<file path="config.mk">
export PLATFORM = sky130hd
export DESIGN_NAME = shift_add_mult
export DESIGN_NICKNAME = d
export VERILOG_FILES = /design/src/rtl/shift_add_mult.sv
export SDC_FILE = /design/constraint.sdc
export NUM_CORES = 1
export LEC_CHECK = 0
export CAP_MARGIN = 25
export CORE_ASPECT_RATIO = 1.2
export CORE_MARGIN = 5
export CORE_UTILIZATION = 28
export CTS_BUF_LIST = sky130_fd_sc_hd__clkbuf_8
export DETAILED_ROUTE_END_ITERATION = 12
export SLEW_MARGIN = 5
export SYNTH_ARGS = -nofsm -noshare
export SYNTH_HDL_FRONTEND = slang
export SYNTH_SLANG_ARGS = --single-unit
</file>
<file path="constraint.sdc">
create_clock -name clk -period 3.55 [get_ports clk]
set_input_delay 0.71 -clock clk [delete_from_list [all_inputs] [get_ports clk]]
set_output_delay 0.71 -clock clk [all_outputs]
set_load 0.01 [all_outputs]
</file>
<file path="src/rtl/shift_add_mult.sv">
// Sequential unsigned shift-and-add multiplier: one partial product per clock,
// n iterations per operation, product held in a result register until the next result.
module shift_add_mult #(
  parameter int n = 8
) (
  input  logic           clk,
  input  logic           rst,
  input  logic           start,
  input  logic [n-1:0]   a,
  input  logic [n-1:0]   b,
  output logic           busy,
  output logic           done,
  output logic [2*n-1:0] product,
  output logic [1:0]     dbg_state
);

  // Handshake: start is sampled only while busy=0 (IDLE); the accepting edge
  // captures a/b. busy stays high through RUN and DONE, during which start is
  // ignored. done is a one-cycle pulse marking product as the new result.

  localparam int CW = $clog2(n + 1);
  localparam logic [CW-1:0] LAST = CW'(n - 1);

  typedef enum logic [1:0] {
    IDLE = 2'd0,
    RUN  = 2'd1,
    DONE = 2'd2
  } state_t;

  state_t           state_q;
  logic [2*n-1:0]   mcand_q;
  logic [n-1:0]     mplier_q;
  logic [2*n-1:0]   acc_q;
  logic [2*n-1:0]   acc_d;
  logic [2*n-1:0]   product_q;
  logic [CW-1:0]    count_q;
  logic             busy_q;
  logic             done_q;

  // Accumulator next value; cannot overflow since the final sum is < 2^(2n).
  always_comb begin
    acc_d = acc_q + (mplier_q[0] ? mcand_q : '0);
  end

  always_ff @(posedge clk or negedge rst) begin
    if (!rst) begin
      state_q   <= IDLE;
      mcand_q   <= '0;
      mplier_q  <= '0;
      acc_q     <= '0;
      count_q   <= '0;
      product_q <= '0;
      busy_q    <= 1'b0;
      done_q    <= 1'b0;
    end else begin
      case (state_q)
        IDLE: begin
          done_q <= 1'b0;
          if (start) begin
            mcand_q  <= {{n{1'b0}}, a};
            mplier_q <= b;
            acc_q    <= '0;
            count_q  <= '0;
            busy_q   <= 1'b1;
            state_q  <= RUN;
          end
        end
        RUN: begin
          acc_q    <= acc_d;
          mcand_q  <= mcand_q << 1;
          mplier_q <= mplier_q >> 1;
          count_q  <= count_q + CW'(1);
          if (count_q == LAST) begin
            product_q <= acc_d;
            done_q    <= 1'b1;
            state_q   <= DONE;
          end
        end
        DONE: begin
          done_q  <= 1'b0;
          busy_q  <= 1'b0;
          state_q <= IDLE;
        end
        default: begin
          done_q  <= 1'b0;
          busy_q  <= 1'b0;
          state_q <= IDLE;
        end
      endcase
    end
  end

  assign busy      = busy_q;
  assign done      = done_q;
  assign product   = product_q;
  assign dbg_state = state_q;

endmodule

</file>
==> metrics.txt, run 1 <==
status=finished clean; Slew Limit Fails=0; vias per cell=4.702; Worst Path Max Fanout=17; Final GP Congestion=0.8424; DRT met1 WL=3.440 mm; Hold Path End=product[4]; sequential area share after synthesis=48.78%; #FFs+latches synth=64; yosys warns=0; met3 routed WL=319 um; drt pass-1 iters=4; worst slew pin tran=806.2 ps; CP endpoint kind=flip-flop; Tightest Hold Check Type=reg2reg; CP max stage delay=530 ps; Root Buffer=clkbuf_8; CORE AREA=0.01151 mm2; CP max-delay cell=dfrtp_1; area delta synth->final=21.57%; highest metal used=met4; Data arrival, critical path=3060 ps; Clk Latency, worst-skew pair=350 ps; Met2 Wirelength=3.424 mm; Final Skew=6.998 ps; DP Wirelength=5.091 mm; Cells after Synth=342; layout cells sized above 1=6.789%; die span in y=128.6 um; Antenna Diode Count=0; CP startpoint=mplier_q[0]; setup TNS=0 ps; crit path cell chain=and2_1 -> ha_1 -> fa_1 -> a21oi_2 -> o221ai_2 -> a21o_1 -> a211o_1 -> a31oi_2 -> xor2_1 -> o21ai_1; CTS clock-pin slew for the worst setup and hold paths=70 ps; CTS Buf Count=9; hold path depth=2; Clock Path Buffers=2; MaxCap Viol Count=0; # placed instances=526; Resized Gates After CTS=0; final hold vios=0; cell count of the worst reg-to-reg path=10; Syn Nets=378; Routed WL=7.308 mm; first-pass GRT wire length=12.56 mm; final std cells w/o fill=540; syn avg cell area=9.600 um2; register-to-register setup slack=710 ps; VDD IR max=198.2 uV; I/O Buffers=38; Hold-fix buffers, CTS=0; DR iter-0 viols=136; hold wc startpoint=product[4]; Netlist Area Pre-Place=0.003283 mm2; Total GRT Usage=11.23%; Distinct cells, synth=35; num ports=39; vias in the first global route=2615; worst reg2reg startpoint=mplier_q[0]; Die ar.=0.01400 mm2; fin nets=416; vias=2539; post-DR wirelength/cell=13.53 um; PD cells=684.2 mW/mm2; number of buffers added for setup after CTS=0; Crit Path Category=reg2reg; Sink Count=64; relative slew slack=46.26%; fmax=352.5 MHz; critical register-to-register path endpoint=acc_q[14]; GRT Residual Overflow=0; fin crit share=79.92%; Startpoint Class=flip-flop; RSZ-0062 raised after global routing=false; min cycle time layout=2837 ps; Die Width=108.9 um; antenna-violating nets left=0; starting density of the core=28.52%; Lkg Pwr=1.845 nW; largest net degree at the start of global routing=65; Critical Path RT=3770 ps; CTS tree=yes; initial antenna violation count=0; H-tree Lvls=3; drt drc=0; final setup fails=0; Rows=43
[critical path, delay by kind of cell, from the launching register on]
kind / cells / cell delay, ps
AO/OA/AOI/OAI: 6 / 1130
XOR/XNOR: 1 / 210
adder cells (fa/ha/maj): 2 / 620
flip-flops: 1 / 530
AND/OR/NAND/NOR: 1 / 220
[area by class of cell]
| type | instances | area [um2] |
|---|---|---|
| Fill cell | 1228 | 7522 |
| Sequential cell | 64 | 1602 |
| Multi-Input combinational cell | 254 | 1593 |
| Timing Repair Buffer | 44 | 420.4 |
| Tap cell | 157 | 196.4 |
| Clock buffer | 10 | 137.6 |
| Inverter | 7 | 26.28 |
| Clock inverter | 4 | 16.27 |
[cell usage after synthesis (all sizes together)]
cell type | instances | area [um2]
a2111oi | 1 | 15.01
buf | 4 | 17.52
nor3 | 1 | 5.000
inv | 7 | 26.28
nand2b | 3 | 18.77
nand2 | 61 | 229.0
a31oi | 10 | 68.81
nand3 | 6 | 30.03
a21oi | 21 | 112.6
xor2 | 7 | 61.31
nor2b | 9 | 56.30
and2 | 23 | 143.9
a211o | 1 | 8.760
o21a | 2 | 15.01
o21bai | 2 | 15.01
fa | 1 | 20.02
nand4 | 1 | 6.260
ha | 16 | 200.2
xnor2 | 8 | 70.07
mux2 | 1 | 11.26
a32o | 1 | 10.01
nor2 | 11 | 41.29
a22oi | 7 | 52.55
a22o | 20 | 175.2
or3 | 1 | 6.260
o21ai | 37 | 185.2
clkbuf | 13 | 48.80
dfrtp | 64 | 1602
o221ai | 1 | 15.01
a21o | 2 | 16.27
[worst max-delay path by stage]
stage	depth (start not counted)	slack, ps	endpoint
after detailed placement	10	720	acc_q[14]
final	10	710	acc_q[14]
after floorplan	11	920	product[14]
after CTS	10	710	acc_q[14]
after global placement	10	820	acc_q[14]
after global routing	10	520	acc_q[14]
[power breakdown]
| part | leakage, nW | switching (mW) | internal, mW |
|---|---|---|---|
| clock | 0.0918 | 0.268 | 0.256 |
| combinational | 0.910 | 0.541 | 0.499 |
| sequential | 0.844 | 0.183 | 0.985 |
| total | 1.85 | 0.992 | 1.74 |
[kinds of logic after synthesis]
logic type | synth area share, %
compound gates | 21.00
xor+xnor | 4.002
fa+ha+maj | 6.707
buf+inv | 2.820
flops | 48.78
mux | 0.3430
simple gates | 16.35
[state kept, by name (all words and copies together) (netlist names)]
signal / cells
product: 16
done: 1
mcand_q: 16
acc_q: 16
busy: 1
count_q: 4
dbg_state: 2
mplier_q: 8
[cells in the final DEF, fill, tap and decap left out]
master,netlist,final
dfrtp_1,64,64
nand2_1,61,61
clkdlybuf4s50_1,0,37
o21ai_0,26,26
and2_1,23,23
a22o_1,20,20
a21oi_1,19,19
ha_1,16,16
nor2_1,11,11
o21ai_1,11,11
inv_1,7,10
clkbuf_8,0,10
nor2b_1,9,9
a31oi_1,9,9
xnor2_1,8,8
xor2_1,7,7
a22oi_1,7,7
nand3_1,6,6
buf_4,0,6
nand2b_1,3,3
a21oi_2,2,2
o21a_1,2,2
o21bai_2,0,1
a21o_2,1,1
o221ai_2,1,1
a21o_1,1,1
a211o_1,1,1
a31oi_2,1,1
a2111oi_2,1,1
mux2_2,1,1
or3_1,1,1
a32o_1,1,1
nand4_1,1,1
o21bai_1,2,1
nor3_1,1,1
fa_1,1,1
clkinv_2,0,1
buf_2,2,1
[per-stage QoR]
stage	setup WS [ps]	hold WS, ps	utilization, %	area, um2	power, mW
4_1_cts	708.8	479.4	34.67	3991	2.773
2_1_floorplan	919.4	414.4	-	3283	1.826
5_1_grt	515.3	504.7	34.67	3991	2.938
3_5_place_dp	716.2	464.1	33.33	3837	2.239
3_3_place_gp	818.8	465.4	33.33	3837	2.207
6_report	712.8	471.7	34.67	3991	2.731
[metal layers]
metal  vias up  GRT usage [%]
met5         -              0
met4         0          4.458
met3        10          2.960
met2        43          17.64
met1      1218          14.73
li1       1268              -
Power figures use the tool's default switching activity.
==> run 2: changes to the inputs <==
==> constraint.sdc (replaced) <==
create_clock -name clk -period 2.3 [get_ports clk]
set_input_delay 0.46 -clock clk [delete_from_list [all_inputs] [get_ports clk]]
set_output_delay 0.46 -clock clk [all_outputs]
set_load 0.01 [all_outputs]
==> run 2 against run 1 <==
  * The flow now finishes with violations (setup timing)
  * Final cell count is 5.2% higher
  * Maximum frequency is 18% higher
  * Combinational power is 84% higher
  * Core utilization is 4.1 points higher
  * Sequential cell count stayed put
  * Die area stayed put
  * Worst setup slack worse by 810 ps
  * Critical path depth stayed put
  * Hold slack worse by 360 ps
  * Register-to-register slack worse by 810 ps
==> metrics.txt, run 2 (synthesized netlist as in run 1, its figures left out) <==
failing checks=setup timing; DP Wirelength=5.419 mm (+6.4%); GRT Residual Overflow=0 (unchanged); Antenna Diode Count=0 (unchanged); Total GRT Usage=12.10% (+0.87 points); starting density of the core=28.52% (unchanged); Final Skew=8.766 ps (+1.768 ps); layout cells sized above 1=18.98% (+12 points); Clk Latency, worst-skew pair=350 ps (about the same); H-tree Lvls=3 (unchanged); area delta synth->final=36.05%; most frequent cells in the layout=dfrtp_1 (64), nand2_1 (59), clkdlybuf4s50_1 (37), buf_4 (30), o21ai_0 (24); Lkg Pwr=1.997 nW (+8.2%); Hold Slack=114.4 ps (-357.3 ps); CTS tree=yes; die span in y=128.6 um (unchanged); final hold vios=0 (unchanged); Die ar.=0.01400 mm2 (unchanged); fin nets=442 (+6.3%); Worst Path Max Fanout=2 (-15); Final GP Congestion=0.8076 (-4.1%); Sink Count=64 (unchanged); num ports=39 (unchanged); RSZ-0062 raised after global routing=true; PD cells=1076 mW/mm2 (+57%); VDD IR max=332.8 uV (+68%); CTS clock-pin slew for the worst setup and hold paths=70 ps (about the same); worst slew pin tran=362.0 ps (-444.1 ps); Rows=43 (unchanged); vias=2676 (+5.4%); relative slew slack=75.84% (+30 points); vias per cell=4.711 (+0.20%); final std cells w/o fill=568 (+5.2%); Root Buffer=clkbuf_8; fin crit share=104.3% (+24 points); Tightest Hold Check Type=in2async; drt pass-1 iters=5 (+1); MaxCap Viol Count=0 (unchanged); Routed WL=7.988 mm (+9.3%); vias in the first global route=2782 (+6.4%); Critical Path RT=2520 ps (-1250 ps); post-DR wirelength/cell=14.06 um (+3.9%); DR iter-0 viols=87 (-36%); fmax=416.9 MHz (+18%); drt drc=0 (unchanged); final setup fails=5 (+5); Clock Path Buffers=2 (unchanged); status=complete, but fails checks; antenna-violating nets left=0 (unchanged); cell count of the worst reg-to-reg path=10 (unchanged); CP endpoint kind=flip-flop; largest net degree at the start of global routing=65 (unchanged); I/O Buffers=38 (unchanged); setup ws final=-98.63 ps (-811.4 ps); CTS Buf Count=9 (unchanged); first-pass GRT wire length=13.43 mm (+7.0%); commonest non-fill, non-tap cell in the layout=dfrtp_1; Startpoint Class=flip-flop; CORE AREA=0.01151 mm2 (unchanged); Die Width=108.9 um (unchanged); Slew Limit Fails=0 (unchanged); initial antenna violation count=0 (unchanged); min cycle time layout=2399 ps (-438.6 ps); Crit Path Category=reg2reg; # placed instances=547 (+4.0%); Data arrival, critical path=2620 ps (-440 ps)
[run 2: per-stage QoR]
step | setup WS [ps] | power (mW) | util [%] | TNS [ps] | instance area (um2)
CTS | -99.73 | 4.765 | 37.61 | -343.0 | 4330
global route | -209.9 | 5.140 | 38.80 | -1277 | 4467
global placement | -95.35 | 3.554 | 34.96 | -475.1 | 4025
detailed placement | -193.5 | 3.610 | 34.96 | -1201 | 4025
floorplan | -201.0 | 2.820 | - | -432.9 | 3289
finish | -98.63 | 4.806 | 38.80 | -310.0 | 4467
[run 2: area by class of cell]
cell class	count	area [um2]
fillers	1173	7047
multi-input cells	254	1780
flip-flops and latches	64	1602
repair buffers	70	640.6
well taps	157	196.4
clock buffers	10	137.6
clock inverters	6	83.83
inverters	7	26.28
[run 2: worst paths after layout]
kind / start / endpoint / slack, ps
max reg2reg: mcand_q[0] / acc_q[14] / -100
min reg2reg: product[7] / product[7] / 470
min in group clk: product[7] / product[7] / 470
max in group asynchronous: rst / acc_q[4] / 1910
max: mcand_q[0] / acc_q[14] / -100
min: rst / done / 110
[run 2: what timing repair did]
action                                  in CTS  in global routing
resized for setup                            8                 18
cloned                                       0                  0
pin swaps                                    8                 13
setup buffers                                3                  3
hold buffers                                 0                  0
endpoints found under the setup margin      10                 13
[run 2: metal layers]
layer	share of wire (%)	vias up	wire length (um)	global-route usage [%]
li1	-	1317	-	-
met1	47	1306	3725	15.67
met2	48	40	3828	19.32
met3	3.6	13	288	2.910
met4	1.8	0	146	5.052
met5	0	-	0	0
[run 2: critical path: stages, from the launching register on]
cell      delay [ps]
dfrtp_1          390
and2_1           160
ha_2             180
fa_2             390
a21oi_4          160
o221ai_2         120
a21o_1           190
a211o_1          240
a31oi_2          150
xor2_1           200
o21ai_1           80
[run 2: power breakdown]
group | internal, mW | total, mW | switching [mW] | leakage, nW
Combinational | 0.971 | 1.91 | 0.939 | 1.04
Sequential | 1.52 | 1.81 | 0.287 | 0.844
Clock | 0.634 | 1.09 | 0.456 | 0.110
==> run 3: changes to the inputs <==
--- a/config.mk
+++ b/config.mk
@@ -6,11 +6,14 @@
 export NUM_CORES = 1
 export LEC_CHECK = 0
 export CAP_MARGIN = 25
+export CELL_PAD_IN_SITES_DETAIL_PLACEMENT = 0
+export CELL_PAD_IN_SITES_GLOBAL_PLACEMENT = 2
 export CORE_ASPECT_RATIO = 1.2
 export CORE_MARGIN = 5
 export CORE_UTILIZATION = 28
 export CTS_BUF_LIST = sky130_fd_sc_hd__clkbuf_8
 export DETAILED_ROUTE_END_ITERATION = 12
+export PLACE_DENSITY_LB_ADDON = 0.1
 export SLEW_MARGIN = 5
 export SYNTH_ARGS = -nofsm -noshare
 export SYNTH_HDL_FRONTEND = slang
==> run 3 against run 2 <==
  * The flow still finishes with violations (setup timing)
  * Sequential share of layout area fell by 1.3 points
  * Combinational power rose by 5%
  * Worst setup slack gained 28 ps
  * Clock skew up 0.56 ps
  * Final cell count increased by 1.2%
  * Sequential power about the same
  * Hold slack improved by 8.7 ps
  * Critical path depth is the same
  * First-iteration DRC count shrank 23%
  * Clock power rose by 35%
  * Maximum frequency grew 1.2%
==> metrics.txt, run 3 (synthesized netlist as in run 1, its figures left out) <==
min cycle time layout=2371 ps (-27.62 ps); RSZ-0062 raised after global routing=true; post-DR wirelength/cell=14.62 um (+4.0%); setup TNS=-271.1 ps (+38.96 ps); Power Total=5.268 mW (+9.6%); largest net degree at the start of global routing=65 (unchanged); fmax=421.8 MHz (+1.2%); Net Sw Frac=32.64% (-2.4 points); commonest non-fill, non-tap cell in the layout=dfrtp_1; Rows=43 (unchanged); die span in y=128.6 um (unchanged); final setup fails=5 (unchanged); first-pass GRT wire length=14.28 mm (+6.3%); failing checks=setup timing; worst reg2reg startpoint=mplier_q[0]; Crit Path Category=reg2reg; clock group share of total power=27.8% (+5.1 points); I/O Buffers=38 (unchanged); Total GRT Usage=13.06% (+0.97 points); Clk Latency, worst-skew pair=350 ps (about the same); Sink Count=64 (unchanged); fin crit share=103.1% (-1.2 points); H-tree Lvls=3 (unchanged); Antenna Diode Count=0 (unchanged); GRT Residual Overflow=0 (unchanged); Sequential Power Share=34.3% (-3.3 points); vias in the first global route=2867 (+3.1%); cell count of the worst reg-to-reg path=10 (unchanged); fin nets=449 (+1.6%); CORE AREA=0.01151 mm2 (unchanged); CTS clock-pin slew for the worst setup and hold paths=80 ps (about the same); drt pass-1 iters=4 (-1); Root Buffer=clkbuf_8; setup ws final=-71.00 ps (+27.62 ps); layout cells sized above 1=21.53% (+2.6 points); P_int=3.549 mW (+14%); drt drc=0 (unchanged); Routed WL=8.409 mm (+5.3%); Slew Limit Fails=0 (unchanged); relative slew slack=74.82% (-1.0 points); Final GP Congestion=0.7834 (-3.0%); antenna-violating nets left=0 (unchanged); initial antenna violation count=0 (unchanged); Critical Path RT=2520 ps (about the same); vias per cell=4.603 (-2.3%); Clock Path Buffers=2 (unchanged); VDD IR max=407.6 uV (+22%); Lkg Pwr=2.078 nW (+4.1%); Tightest Hold Check Type=in2async; Comb pwr share=37.9% (-1.9 points); CTS Buf Count=9 (unchanged); NetSw=1.719 mW (+2.2%); CP endpoint kind=flip-flop; Final Skew=9.330 ps (+0.5634 ps); Startpoint Class=flip-flop; Hold-fix buffers, CTS=0 (unchanged); starting density of the core=28.52% (unchanged); DP Wirelength=5.636 mm (+4.0%); Worst Path Max Fanout=5 (+3); Die ar.=0.01400 mm2 (unchanged); final hold vios=0 (unchanged); Die Width=108.9 um (unchanged); MaxCap Viol Count=0 (unchanged); DR iter-0 viols=67 (-23%); most frequent cells in the layout=dfrtp_1 (64), nand2_1 (60), clkdlybuf4s50_1 (37), buf_4 (36), o21ai_0 (24); CTS tree=yes; num ports=39 (unchanged); vias=2647 (-1.1%); register-to-register setup slack=-70 ps (+30 ps); critical register-to-register path endpoint=acc_q[14]; status=complete, but fails checks; PD cells=1138 mW/mm2 (+5.8%); area delta synth->final=40.97%; worst slew pin tran=377.3 ps (+15.26 ps); final core utilization=40.20% (+1.4 points); Data arrival, critical path=2590 ps (-30 ps)
-- run 3: cell count changes in the layout (fill, tap and decap cells not counted), sizes merged --
cell / change
clkinv: -1
clkinvlp: -2
buf: +7
clkbuf: +1
inv: -1
bufinv: +3
-- run 3: worst max path at each step --
stage,startpoint,depth (start not counted),endpoint
2_1_floorplan,mplier_q[0],11,product[14]
5_1_grt,mplier_q[0],10,acc_q[14]
3_3_place_gp,mcand_q[4],9,product[13]
3_5_place_dp,mplier_q[0],10,product[14]
6_report,mplier_q[0],10,acc_q[14]
4_1_cts,mplier_q[0],10,product[14]
-- run 3: repair_timing --
action                     CTS  global route
pin swaps                   14             5
setup buffers                3             2
resized for setup           15            16
setup endpoints to repair   10            12
-- run 3: cell type report --
class,count,area (um2)
fillers,1190,6885
multi-input cells,254,1805
flip-flops and latches,64,1602
repair buffers,77,696.9
well taps,157,196.4
clock buffers,11,151.4
clock inverters,5,150.1
inverters,7,26.28
-- run 3: worst max-delay path: stages (launching register included) --
cell      delay [ps]
dfrtp_1          420
and2_4           160
ha_4             150
fa_2             360
a21oi_4          160
o221ai_2         130
a21o_1           200
a211o_1          240
a31oi_2          140
xor2_1           200
o21ai_1           80
-- run 3: metal layers --
layer	vias up	share of wire, %	track usage, %
li1	1338	-	-
met1	1260	48	16.99
met2	36	47	20.77
met3	13	3.1	3.111
met4	0	2.0	5.498
met5	-	0	0
-- run 3: power by group through the flow --
stage	Sequential, mW	Clock [mW]	Combinational (mW)
2_1_floorplan	1.80	0	1.02
3_3_place_gp	1.80	0	1.88
3_5_place_dp	1.80	0	1.88
4_1_cts	1.80	1.52	1.95
5_1_grt	1.86	1.55	2.24
6_report	1.81	1.47	2.00
-- run 3: through the flow --
step                hold slack, ps  worst slack [ps]  std cells  instance area (um2)
floorplan                    164.4            -201.0        342                 3289
global placement             458.8            -150.1        554                 4078
detailed placement           461.8            -190.3        554                 4078
CTS                          123.1            -93.97        573                 4518
global route                 145.3            -182.6        575                 4628
finish                       123.1            -71.00        575                 4628
